===== src/rtl/fp_add_norm_round_if.sv =====
// Valid/ready bundle between fp_adder, this normalize/round stage and the
// downstream consumer of packed binary32 results.
interface fp_add_norm_round_if;
  logic        in_valid;
  logic        in_ready;
  logic        in_sign;
  logic [7:0]  in_exp;
  logic [27:0] in_mant;
  logic [1:0]  in_special;
  logic        out_valid;
  logic        out_ready;
  logic [31:0] out_result;
  logic [3:0]  out_flags;

  modport master (
    output in_valid, in_sign, in_exp, in_mant, in_special, out_ready,
    input  in_ready, out_valid, out_result, out_flags
  );

  modport slave (
    input  in_valid, in_sign, in_exp, in_mant, in_special, out_ready,
    output in_ready, out_valid, out_result, out_flags
  );
endinterface


===== src/rtl/fp_add_norm_round.sv =====
// Two-stage normalize + round-to-nearest-even for the fp_adder raw sum,
// producing packed binary32 with {overflow, underflow, inexact, zero}.
module fp_add_norm_round (
  input logic                clk,
  input logic                rst,
  fp_add_norm_round_if.slave bus
);

  localparam logic [1:0] K_FIN  = 2'd0;
  localparam logic [1:0] K_INF  = 2'd1;
  localparam logic [1:0] K_NAN  = 2'd2;
  localparam logic [1:0] K_ZERO = 2'd3;

  logic        w_s1_ready;
  logic        w_s2_ready;

  logic        r_s1_valid;
  logic        r_s1_sign;
  logic [9:0]  r_s1_exp;
  logic [26:0] r_s1_mant;
  logic [1:0]  r_s1_kind;

  logic        r_s2_valid;
  logic [31:0] r_s2_result;
  logic [3:0]  r_s2_flags;

  assign w_s2_ready = !r_s2_valid || bus.out_ready;
  assign w_s1_ready = !r_s1_valid || w_s2_ready;

  assign bus.in_ready   = w_s1_ready;
  assign bus.out_valid  = r_s2_valid;
  assign bus.out_result = r_s2_result;
  assign bus.out_flags  = r_s2_flags;

  logic [4:0]  w_lz;
  logic [7:0]  w_lim;
  logic [4:0]  w_sh;
  logic [26:0] w_m;
  logic [9:0]  w_e;
  logic [1:0]  w_kind;

  always_comb begin
    w_lz = 5'd27;
    for (int i = 0; i < 27; i++)
      if (bus.in_mant[i]) w_lz = 5'(26 - i);
  end

  // Left shift is capped so the exponent bottoms out at 1 (denormal).
  assign w_lim = (bus.in_exp == 8'd0) ? 8'd0 : bus.in_exp - 8'd1;
  assign w_sh  = ({3'b0, w_lz} < w_lim) ? w_lz : w_lim[4:0];

  always_comb begin
    w_kind = K_FIN;
    w_m    = '0;
    w_e    = {2'b0, bus.in_exp};
    if (bus.in_special[1]) begin
      w_kind = K_NAN;
    end else if (bus.in_special[0]) begin
      w_kind = K_INF;
    end else if (bus.in_mant[27]) begin
      w_m = {bus.in_mant[27:2], |bus.in_mant[1:0]};
      w_e = w_e + 10'd1;
    end else if (bus.in_mant[26:0] == 27'd0) begin
      w_kind = K_ZERO;
    end else begin
      w_m = bus.in_mant[26:0] << w_sh;
      w_e = w_e - {5'b0, w_sh};
    end
  end

  always_ff @(posedge clk or posedge rst) begin
    if (rst) begin
      r_s1_valid <= 1'b0;
      r_s1_sign  <= 1'b0;
      r_s1_exp   <= '0;
      r_s1_mant  <= '0;
      r_s1_kind  <= K_FIN;
    end else if (w_s1_ready) begin
      r_s1_valid <= bus.in_valid;
      if (bus.in_valid) begin
        r_s1_sign <= bus.in_sign;
        r_s1_exp  <= w_e;
        r_s1_mant <= w_m;
        r_s1_kind <= w_kind;
      end
    end
  end

  logic        w_rup;
  logic        w_inx;
  logic [24:0] w_sum;
  logic [9:0]  w_ef;
  logic [22:0] w_frac;
  logic [31:0] w_res;
  logic [3:0]  w_flg;

  assign w_rup = r_s1_mant[2] & (|r_s1_mant[1:0] | r_s1_mant[3]);
  assign w_inx = |r_s1_mant[2:0];
  assign w_sum = {1'b0, r_s1_mant[26:3]} + {24'b0, w_rup};

  // Integer bit after rounding decides normal vs denormal exponent field.
  assign w_ef   = w_sum[24] ? r_s1_exp + 10'd1
                : (w_sum[23] ? r_s1_exp : 10'd0);
  assign w_frac = w_sum[24] ? 23'd0 : w_sum[22:0];

  always_comb begin
    w_res = {r_s1_sign, w_ef[7:0], w_frac};
    w_flg = {1'b0, (w_ef == 10'd0) & w_inx, w_inx, 1'b0};
    w_flg[0] = (w_res[30:0] == 31'd0);
    case (r_s1_kind)
      K_ZERO: begin
        w_res = {r_s1_sign, 31'd0};
        w_flg = 4'b0001;
      end
      K_INF: begin
        w_res = {r_s1_sign, 8'hFF, 23'd0};
        w_flg = 4'b0000;
      end
      K_NAN: begin
        w_res = 32'h7FC0_0000;
        w_flg = 4'b0000;
      end
      default: begin
        if (w_ef >= 10'd255) begin
          w_res = {r_s1_sign, 8'hFF, 23'd0};
          w_flg = 4'b1010;
        end
      end
    endcase
  end

  always_ff @(posedge clk or posedge rst) begin
    if (rst) begin
      r_s2_valid  <= 1'b0;
      r_s2_result <= '0;
      r_s2_flags  <= '0;
    end else if (w_s2_ready) begin
      r_s2_valid <= r_s1_valid;
      if (r_s1_valid) begin
        r_s2_result <= w_res;
        r_s2_flags  <= w_flg;
      end
    end
  end

endmodule

===== src/flat_wrapper.sv =====
// flat-port wrapper written by rule: the top's interface ports become plain ports
module fp_add_norm_round_flat 
  (clk, rst, bus_in_valid, bus_in_sign, bus_in_exp, bus_in_mant, bus_in_special, bus_out_ready, bus_in_ready, bus_out_valid, bus_out_result, bus_out_flags);
  fp_add_norm_round_if bus_i ();
  input logic clk;
  input logic rst;
  input wire logic [$bits(bus_i.in_valid)-1:0] bus_in_valid;
  input wire logic [$bits(bus_i.in_sign)-1:0] bus_in_sign;
  input wire logic [$bits(bus_i.in_exp)-1:0] bus_in_exp;
  input wire logic [$bits(bus_i.in_mant)-1:0] bus_in_mant;
  input wire logic [$bits(bus_i.in_special)-1:0] bus_in_special;
  input wire logic [$bits(bus_i.out_ready)-1:0] bus_out_ready;
  output wire logic [$bits(bus_i.in_ready)-1:0] bus_in_ready;
  output wire logic [$bits(bus_i.out_valid)-1:0] bus_out_valid;
  output wire logic [$bits(bus_i.out_result)-1:0] bus_out_result;
  output wire logic [$bits(bus_i.out_flags)-1:0] bus_out_flags;
  assign bus_i.in_valid = bus_in_valid;
  assign bus_i.in_sign = bus_in_sign;
  assign bus_i.in_exp = bus_in_exp;
  assign bus_i.in_mant = bus_in_mant;
  assign bus_i.in_special = bus_in_special;
  assign bus_i.out_ready = bus_out_ready;
  assign bus_in_ready = bus_i.in_ready;
  assign bus_out_valid = bus_i.out_valid;
  assign bus_out_result = bus_i.out_result;
  assign bus_out_flags = bus_i.out_flags;
  fp_add_norm_round u_core (.clk(clk), .rst(rst), .bus(bus_i));
endmodule

===== config.mk =====
export PLATFORM = sky130hd
export DESIGN_NAME = fp_add_norm_round_flat
export DESIGN_NICKNAME = d
export VERILOG_FILES = /design/src/rtl/fp_add_norm_round_if.sv /design/src/rtl/fp_add_norm_round.sv /design/src/flat_wrapper.sv
export SDC_FILE = /design/constraint.sdc
export NUM_CORES = 1
export LEC_CHECK = 0
export ABC_CLOCK_PERIOD_IN_PS = 3200
export CAP_MARGIN = 10
export CELL_PAD_IN_SITES_DETAIL_PLACEMENT = 0
export CELL_PAD_IN_SITES_GLOBAL_PLACEMENT = 1
export CORE_MARGIN = 3
export CORE_UTILIZATION = 39
export DETAILED_ROUTE_END_ITERATION = 12
export HOLD_SLACK_MARGIN = 0.06
export MAX_ROUTING_LAYER = met4
export PLACE_DENSITY = 0.79
export RECOVER_POWER = 25
export SLEW_MARGIN = 25
export SYNTH_ARGS = -nofsm -noshare
export SYNTH_HDL_FRONTEND = slang
export SYNTH_SLANG_ARGS = --single-unit

===== constraint.sdc =====
create_clock -name clk -period 3.2 [get_ports clk]
set_input_delay 0.96 -clock clk [delete_from_list [all_inputs] [get_ports clk]]
set_output_delay 0.96 -clock clk [all_outputs]
set_load 0.02 [all_outputs]

# After elaboration in Yosys (flattened, before gate mapping)
# Index checks and enable logic that the tools add are counted.
totals:
  regBits: 78
  inputBits: 43
  wordCells: 84
op_classes:
  addsub: 5
  magnitude_cmp: 2
  eq_ne: 3
  shifts: 1
  n_mux: 48
  n_bitwise: 3
  n_reduce_logical: 14
op_table:
  columns: ["cell", "count"]
  rows:
  - ["$mux W27", 4]
  - ["$pmux W32 S3", 1]
  - ["$mux W5", 17]
  - ["$mux W10", 6]
  - ["$mux W4", 9]
  - ["$logic_not A31 Y1", 1]
  - ["$mux W31", 1]
  - ["$logic_not A27 Y1", 1]
  - ["$shl A27 B5 Y27", 1]
  - ["$add A24 B1 Y25", 1]
  - ["$mux W23", 1]
  - ["$mux W2", 6]
  - ["$add A10 B1 Y10 const B", 1]
  - ["$ge A10 B8 Y1 const B", 1]
  - ["$logic_not A10 Y1", 1]
  - ["$add A8 B1 Y9 const B", 1]
  - ["$sub A8 B5 Y9", 1]
  - ["$logic_not A8 Y1", 1]
  - ["$lt A5 B8 Y1", 1]
  - ["$mux W8", 1]
  - ["$pmux W4 S2", 1]
  - ["$sub A8 B1 Y8 const B", 1]
  - ["$reduce_or A2 Y1", 3]
  - ["$eq A2 B2 Y1 const B", 2]
  - ["8 further kinds", 12]

# Longest topological paths before layout
logic_depth:
  ltp_word: 34
  mapped_depth: 23

# Least setup slack after synthesis
# No wires, ideal clock.
synth_timing:
  kind: "input port to flip-flop"
  startpoint: "in bus_in_exp[1]"
  endpoint: "reg u_core.r_s1_exp[8]"
  t_arrival_ps: 5818
  path_slack_ps: -2687
  stages: 23
  n_path_buf: 3
  cell_sequence: "clkbuf_1 > inv_1 > ha_1 > nor4b_1 > and2_1 > or2_2 > ha_1 > nand3_1 > a2111oi_0 > a21boi_0 > a21oi_1 > a21oi_1 > a41o_1 > buf_4 > buf_4 > ha_1 > inv_1 > ha_1 > o31ai_4 > a31oi_1 > maj3_2 > or4_1 > nand3_1"
synth_via:
  elab_chain_len: 9
  elab_cells_between_ends: 11
  cone_classes: "3 x add/sub; 1 x order compare; 6 x mux; 1 x reduce/logical"
synth_lines:
  columns: ["item", "line_no", "rtl"]
  rows:
  - ["start: declaration", "flat_wrapper.sv:9", "input wire logic [$bits(bus_i.in_exp)-1:0] bus_in_exp;"]
  - ["$sub A8 B1 Y8 or $logic_not A8 Y1 (tied branches)", "fp_add_norm_round.sv:49", "assign w_lim = (bus.in_exp == 8'd0) ? 8'd0 : bus.in_exp - 8'd1;"]
  - ["$mux W8", "fp_add_norm_round.sv:49", null]
  - ["$lt A5 B8 Y1", "fp_add_norm_round.sv:50", "assign w_sh = ({3'b0, w_lz} < w_lim) ? w_lz : w_lim[4:0];"]
  - ["$mux W5", "fp_add_norm_round.sv:50", null]
  - ["$sub A8 B5 Y9", "fp_add_norm_round.sv:67", "w_e = w_e - {5'b0, w_sh};"]
  - ["$mux W10", "fp_add_norm_round.sv:63", "end else if (bus.in_mant[26:0] == 27'd0) begin"]
  - ["$mux W10 (*)", "fp_add_norm_round.sv:60", "end else if (bus.in_mant[27]) begin"]
  - ["$mux W10 (*)", "fp_add_norm_round.sv:58", "end else if (bus.in_special[0]) begin"]
  - ["$mux W10 (*)", "fp_add_norm_round.sv:56", "if (bus.in_special[1]) begin"]
  - ["end signal: assignment", "fp_add_norm_round.sv:82", "r_s1_exp <= w_e;"]
  - ["end: declaration", "fp_add_norm_round.sv:19", "logic [9:0] r_s1_exp;"]
# Mark *: on every way between the ends. The rest lies on a longest branch, timed or not.
# A chain may end at the register's enable or synchronous reset.

# Worst setup path in the final report
layout_timing:
  startpoint: "in bus_in_mant[13]"
  endpoint: "reg u_core.r_s1_mant[19]"
layout_via:
  elab_chain_len: 21
  elab_cells_between_ends: 22
  cone_classes: "1 x order compare; 1 x shift; 19 x mux; 1 x reduce/logical"
layout_lines:
  columns: ["item", "line_no", "rtl"]
  rows:
  - ["start: declaration", "flat_wrapper.sv:10", "input wire logic [$bits(bus_i.in_mant)-1:0] bus_in_mant;"]
  - ["$mux W5 (14 in a row)", "fp_add_norm_round.sv:45", "if (bus.in_mant[i]) w_lz = 5'(26 - i);"]
  - ["$lt A5 B8 Y1", "fp_add_norm_round.sv:50", null]
  - ["$mux W5", "fp_add_norm_round.sv:50", null]
  - ["$shl A27 B5 Y27", "fp_add_norm_round.sv:66", "w_m = bus.in_mant[26:0] << w_sh;"]
  - ["$mux W27 (*)", "fp_add_norm_round.sv:63", null]
  - ["$mux W27 (*)", "fp_add_norm_round.sv:60", null]
  - ["$mux W27 (*)", "fp_add_norm_round.sv:58", null]
  - ["$mux W27 (*)", "fp_add_norm_round.sv:56", null]
  - ["end signal: assignment", "fp_add_norm_round.sv:83", "r_s1_mant <= w_m;"]
  - ["end: declaration", "fp_add_norm_round.sv:20", "logic [26:0] r_s1_mant;"]
# Marks and branches as above.

==> metrics.txt <==
# TYPE chip_impl_metric gauge
chip_impl_info{name="timing.rr.end",value="u_core.bus.out_flags[0]$_DFFE_PP0P_"} 1
chip_impl_metric{name="yosysWarningCount",unit=""} 0
chip_impl_metric{name="numnets_final",unit=""} 1166
chip_impl_metric{name="final-seq-area",unit="mm^2"} 0.00195
chip_impl_metric{name="via_count_of_the_first_global_routing_pass",unit=""} 7209
chip_impl_info{name="cts.root.buffer_cell",value="sky130_fd_sc_hd__clkbuf_16"} 1
chip_impl_metric{name="antenna_cells",unit=""} 0
chip_impl_metric{name="drv_slew",unit=""} 0
chip_impl_metric{name="synth.ff_latch_count",unit=""} 78
chip_impl_metric{name="cts_made_buffers",unit=""} 9
chip_impl_metric{name="report.final.setup_viol",unit=""} 37
chip_impl_info{name="violated_checks",value="setup timing"} 1
chip_impl_metric{name="area_overhead_of_the_layout_relative_to_synthesis",unit="%"} 60.0
chip_impl_info{name="hp-class",value="reg -> reg"} 1
chip_impl_metric{name="grt_antenna_before_repair",unit=""} 0
chip_impl_info{name="result_of_the_run",value="finished with violations"} 1
chip_impl_metric{name="worst_skew_pair.late_latency",unit="ps"} 330
chip_impl_info{name="post-synth-top-count-cell",value="sky130_fd_sc_hd__nand2_1"} 1
chip_impl_metric{name="met3_usage",unit="%"} 2.13
chip_impl_metric{name="layout-drive-gt1-share",unit="%"} 38.5
chip_impl_metric{name="netlist-cell-type-count",unit=""} 78
chip_impl_info{name="rsz0062_at_grt",value="yes"} 1
chip_impl_metric{name="drcViolationCount",unit=""} 0
chip_impl_metric{name="worst-path-max-fanout",unit=""} 6
chip_impl_metric{name="placement_rows",unit=""} 48
chip_impl_metric{name="max_cap_viol_count",unit=""} 0
chip_impl_metric{name="ios",unit=""} 81
chip_impl_metric{name="detail_route.vias_per_cell",unit=""} 5.81
chip_impl_metric{name="avgSynthCellArea",unit="um^2"} 8.16
chip_impl_metric{name="drtAntennaViolNets",unit=""} 0
chip_impl_metric{name="hold_violations",unit=""} 0
chip_impl_metric{name="die_width",unit="um"} 139
chip_impl_info{name="busiest_layer",value="met2"} 1
chip_impl_metric{name="multi_input_area",unit="mm^2"} 0.00577
chip_impl_metric{name="tritoncts_num_sinks",unit=""} 78
chip_impl_metric{name="worst_slack",unit="ps"} -1570
chip_impl_info{name="tritoncts_clock_tree",value="done"} 1
chip_impl_metric{name="core",unit="mm^2"} 0.0174
chip_impl_info{name="worstHoldStart",value="u_core.bus.out_result[16]$_DFFE_PP0P_"} 1
chip_impl_info{name="criticalPathCategory",value="in -> reg"} 1
chip_impl_metric{name="drtPass1Iterations",unit=""} 5
chip_impl_metric{name="via_count",unit=""} 7777
chip_impl_info{name="critical_path.endpoint_type",value="flop"} 1
chip_impl_metric{name="floorplan.die.height",unit="um"} 139
chip_impl_metric{name="min_path_cells",unit=""} 2
chip_impl_metric{name="static_leakage",unit="uW"} 0.00469
chip_impl_metric{name="gr-usage-met2",unit="%"} 39.0
chip_impl_info{name="synthDominantAreaCellType",value="sky130_fd_sc_hd__dfrtp_1"} 1
chip_impl_metric{name="hold_buffers",unit=""} 0
chip_impl_metric{name="synth_enable_flop_cells",unit=""} 0
chip_impl_metric{name="worst_slew_margin_rel",unit="%"} 45.3
chip_impl_metric{name="wl_per_cell",unit="um"} 18.9
chip_impl_metric{name="filler_cell_count",unit=""} 1436
chip_impl_info{name="critical_path.startpoint_type",value="input pin"} 1
chip_impl_info{name="worstSetupStartpoint",value="bus_in_mant[13]"} 1
chip_impl_metric{name="starting_density_of_the_core",unit="%"} 40.0
chip_impl_metric{name="overflow",unit=""} 0
chip_impl_metric{name="netlist_area",unit="mm^2"} 0.00694
chip_impl_metric{name="track_usage",unit="%"} 24.1
chip_impl_metric{name="fin_crit",unit="ps"} 4770
chip_impl_info{name="hold_crit_endpoint",value="u_core.bus.out_result[16]$_DFFE_PP0P_"} 1
chip_impl_metric{name="mappedNetlistNets",unit=""} 909
chip_impl_metric{name="gp_congestion",unit=""} 0.957
chip_impl_metric{name="cts.htree.levels",unit=""} 3
chip_impl_metric{name="cts.path.max_buffers",unit=""} 2
chip_impl_metric{name="timing.critical_path.required",unit="ps"} 3410
chip_impl_metric{name="yosysSeqAreaShare",unit="%"} 28.1
chip_impl_info{name="synth_top_flop_cell",value="sky130_fd_sc_hd__dfrtp_1"} 1
chip_impl_metric{name="finalInstanceArea",unit="mm^2"} 0.0111
chip_impl_metric{name="tightestPinTransition",unit="ps"} 820
chip_impl_metric{name="asyncSetResetFlopFracSynth",unit="%"} 100
chip_impl_metric{name="fmax",unit="GHz"} 0.209
chip_impl_metric{name="fin_worst_skew",unit="ps"} 6.16
chip_impl_metric{name="grt_first_pass_wirelength",unit="um"} 37500
chip_impl_metric{name="netlist.area_leader.share",unit="%"} 28.1
chip_impl_metric{name="power.density",unit="mW/mm^2"} 367
chip_impl_metric{name="placement.cell_area",unit="mm^2"} 0.00924
chip_impl_metric{name="port-buffer-count",unit=""} 80
chip_impl_metric{name="finalWirelength",unit="um"} 25400
chip_impl_metric{name="dr.first_iter.drc_count",unit=""} 763
chip_impl_metric{name="use_met1",unit="%"} 31.5
chip_impl_info{name="post_synth_main_area_contributors",value="sky130_fd_sc_hd__dfrtp_1, sky130_fd_sc_hd__mux2i_1, sky130_fd_sc_hd__nand2_1, sky130_fd_sc_hd__o21ai_0, sky130_fd_sc_hd__a22oi_1"} 1
chip_impl_metric{name="floorplan.die_area",unit="mm^2"} 0.0194
chip_impl_metric{name="report.power.total",unit="uW"} 4080
chip_impl_info{name="source_of_the_worst_register_to_register_timing_path",value="u_core.r_s1_mant[2]$_DFFE_PP0P_"} 1
chip_impl_info{name="netlist_top_cells_count",value="sky130_fd_sc_hd__nand2_1, sky130_fd_sc_hd__dfrtp_1, sky130_fd_sc_hd__mux2i_1"} 1
chip_impl_metric{name="min_period_over_period",unit="%"} 149
chip_impl_metric{name="r2r_setup_slack",unit="ps"} 240
chip_impl_metric{name="post-dp-hpwl",unit="um"} 17600
chip_impl_metric{name="synthesis.instances",unit=""} 851
chip_impl_metric{name="irDropWorstVdd",unit="mV"} 0.328
chip_impl_metric{name="worst-r2r-cell-count",unit=""} 11
chip_impl_metric{name="grt_start_max_net_pins",unit=""} 61
chip_impl_metric{name="cp.arrival",unit="ps"} 4990
chip_impl_metric{name="clkTransAtPathRegs",unit="ps"} 60
[cell usage in the layout, fill, tap and decap left out, types with 14 or more instances in the layout]
master | synthesis | final
sky130_fd_sc_hd__o31ai_1 | 24 | 23
sky130_fd_sc_hd__dfrtp_1 | 78 | 78
sky130_fd_sc_hd__xnor2_1 | 19 | 17
sky130_fd_sc_hd__buf_4 | 6 | 191
sky130_fd_sc_hd__inv_1 | 20 | 17
sky130_fd_sc_hd__nand2_1 | 105 | 99
sky130_fd_sc_hd__nor3_1 | 19 | 15
sky130_fd_sc_hd__o21ai_0 | 58 | 33
sky130_fd_sc_hd__o21ai_1 | 6 | 14
sky130_fd_sc_hd__and3_1 | 18 | 18
sky130_fd_sc_hd__a22oi_1 | 28 | 23
sky130_fd_sc_hd__dlygate4sd2_1 | 0 | 14
sky130_fd_sc_hd__nor2_1 | 53 | 45
sky130_fd_sc_hd__mux2i_1 | 77 | 38
sky130_fd_sc_hd__clkdlybuf4s50_1 | 0 | 46
sky130_fd_sc_hd__nand3_1 | 31 | 25
sky130_fd_sc_hd__nand4_1 | 16 | 16
sky130_fd_sc_hd__buf_6 | 2 | 27
sky130_fd_sc_hd__a21oi_1 | 35 | 25
sky130_fd_sc_hd__xor2_1 | 18 | 18
sky130_fd_sc_hd__mux2i_4 | 0 | 30
sky130_fd_sc_hd__o21ai_2 | 2 | 15
[worst max-delay path: stages]
cell                        delay (ps)
sky130_fd_sc_hd__buf_6              90
sky130_fd_sc_hd__or4_4             560
sky130_fd_sc_hd__nor4b_4           320
sky130_fd_sc_hd__a21oi_2           140
sky130_fd_sc_hd__ha_4              300
sky130_fd_sc_hd__nand3_4            70
sky130_fd_sc_hd__a2111oi_4         230
sky130_fd_sc_hd__o211a_1           260
sky130_fd_sc_hd__a21oi_4            90
sky130_fd_sc_hd__a21oi_2           150
sky130_fd_sc_hd__a41o_2            240
sky130_fd_sc_hd__buf_4             120
sky130_fd_sc_hd__buf_6             100
sky130_fd_sc_hd__buf_12            130
sky130_fd_sc_hd__buf_8             140
sky130_fd_sc_hd__mux2i_1           340
sky130_fd_sc_hd__mux2i_1           180
sky130_fd_sc_hd__mux2i_1           270
sky130_fd_sc_hd__o22a_1            200
sky130_fd_sc_hd__a31oi_1            90
[worst max-delay path by stage]
stage	endpoint	slack [ps]	cells past startpoint
after floorplan	u_core.r_s1_exp[8]$_DFFE_PP0P_	-1950	21
after global placement	u_core.r_s1_exp[8]$_DFFE_PP0P_	-2150	19
after detailed placement	u_core.r_s1_exp[8]$_DFFE_PP0P_	-2270	19
after CTS	u_core.r_s1_exp[9]$_DFFE_PP0P_	-1550	19
after global routing	u_core.r_s1_mant[19]$_DFFE_PP0P_	-1710	20
final	u_core.r_s1_mant[19]$_DFFE_PP0P_	-1570	20
[where the power goes]
group	total (uW)	switching (uW)	internal, uW
combinational	1730	890	845
clock	1140	377	761
sequential	1210	98.3	1110
[flip-flops by register name (all words and copies together), names as in the netlist]
name                   cells
u_core.bus.out_result     32
u_core.r_s1_kind           2
u_core.r_s1_mant          27
u_core.r_s1_valid          1
u_core.bus.out_flags       4
u_core.bus.out_valid       1
u_core.r_s1_sign           1
u_core.r_s1_exp           10
[logic make-up (layout without fill, tap and decap cells)]
| logic type | after synthesis | in the layout | synth area share, % |
|---|---|---|---|
| buffers and inverters | 82 | 344 | 5.13 |
| adder cells (fa/ha/maj) | 18 | 18 | 3.15 |
| AO/OA/AOI/OAI | 241 | 241 | 24.3 |
| multiplexers | 90 | 90 | 13.2 |
| XOR/XNOR | 37 | 37 | 4.67 |
| flip-flops | 78 | 78 | 28.1 |
| AND/OR/NAND/NOR | 305 | 305 | 21.5 |
[routing by layer]
| layer | wire (um) | vias to the layer above |
|---|---|---|
| met3 | 1350 | 89 |
| met4 | 1190 | 0 |
| li1 | - | 3676 |
| met2 | 12100 | 313 |
| met5 | 0 | - |
| met1 | 10700 | 3699 |
[timing repair]
| item | in CTS | in global routing |
|---|---|---|
| gates resized for setup | 191 | 127 |
| pin swaps | 53 | 48 |
| gates cloned | 2 | 0 |
| endpoints found under the setup margin | 39 | 68 |
| setup buffers | 22 | 39 |
[stage by stage]
| stage | instances | utilization (%) | worst slack [ps] | hold WS (ps) | setup TNS (ps) |
|---|---|---|---|---|---|
| 2_1_floorplan | 851 | - | -1950 | 446 | -46840 |
| 5_1_grt | 1338 | 64.0 | -1710 | 508 | -52840 |
| 3_5_place_dp | 1268 | 53.2 | -2270 | 468 | -76320 |
| 4_1_cts | 1307 | 59.2 | -1550 | 480 | -48630 |
| 3_3_place_gp | 1268 | 53.2 | -2150 | 460 | -72960 |
| 6_report | 1338 | 64.0 | -1570 | 471 | -47980 |
[final cells by class]
type | count | share of cell area, %
multi-input combinational | 691 | 51.9
timing repair buffer | 308 | 24.3
clock inverter | 4 | 0.856
inverter | 20 | 0.698
clock buffer | 12 | 2.13
sequential | 78 | 17.6
tap | 225 | 2.53
Note: power is estimated with default switching activity, not from simulation.
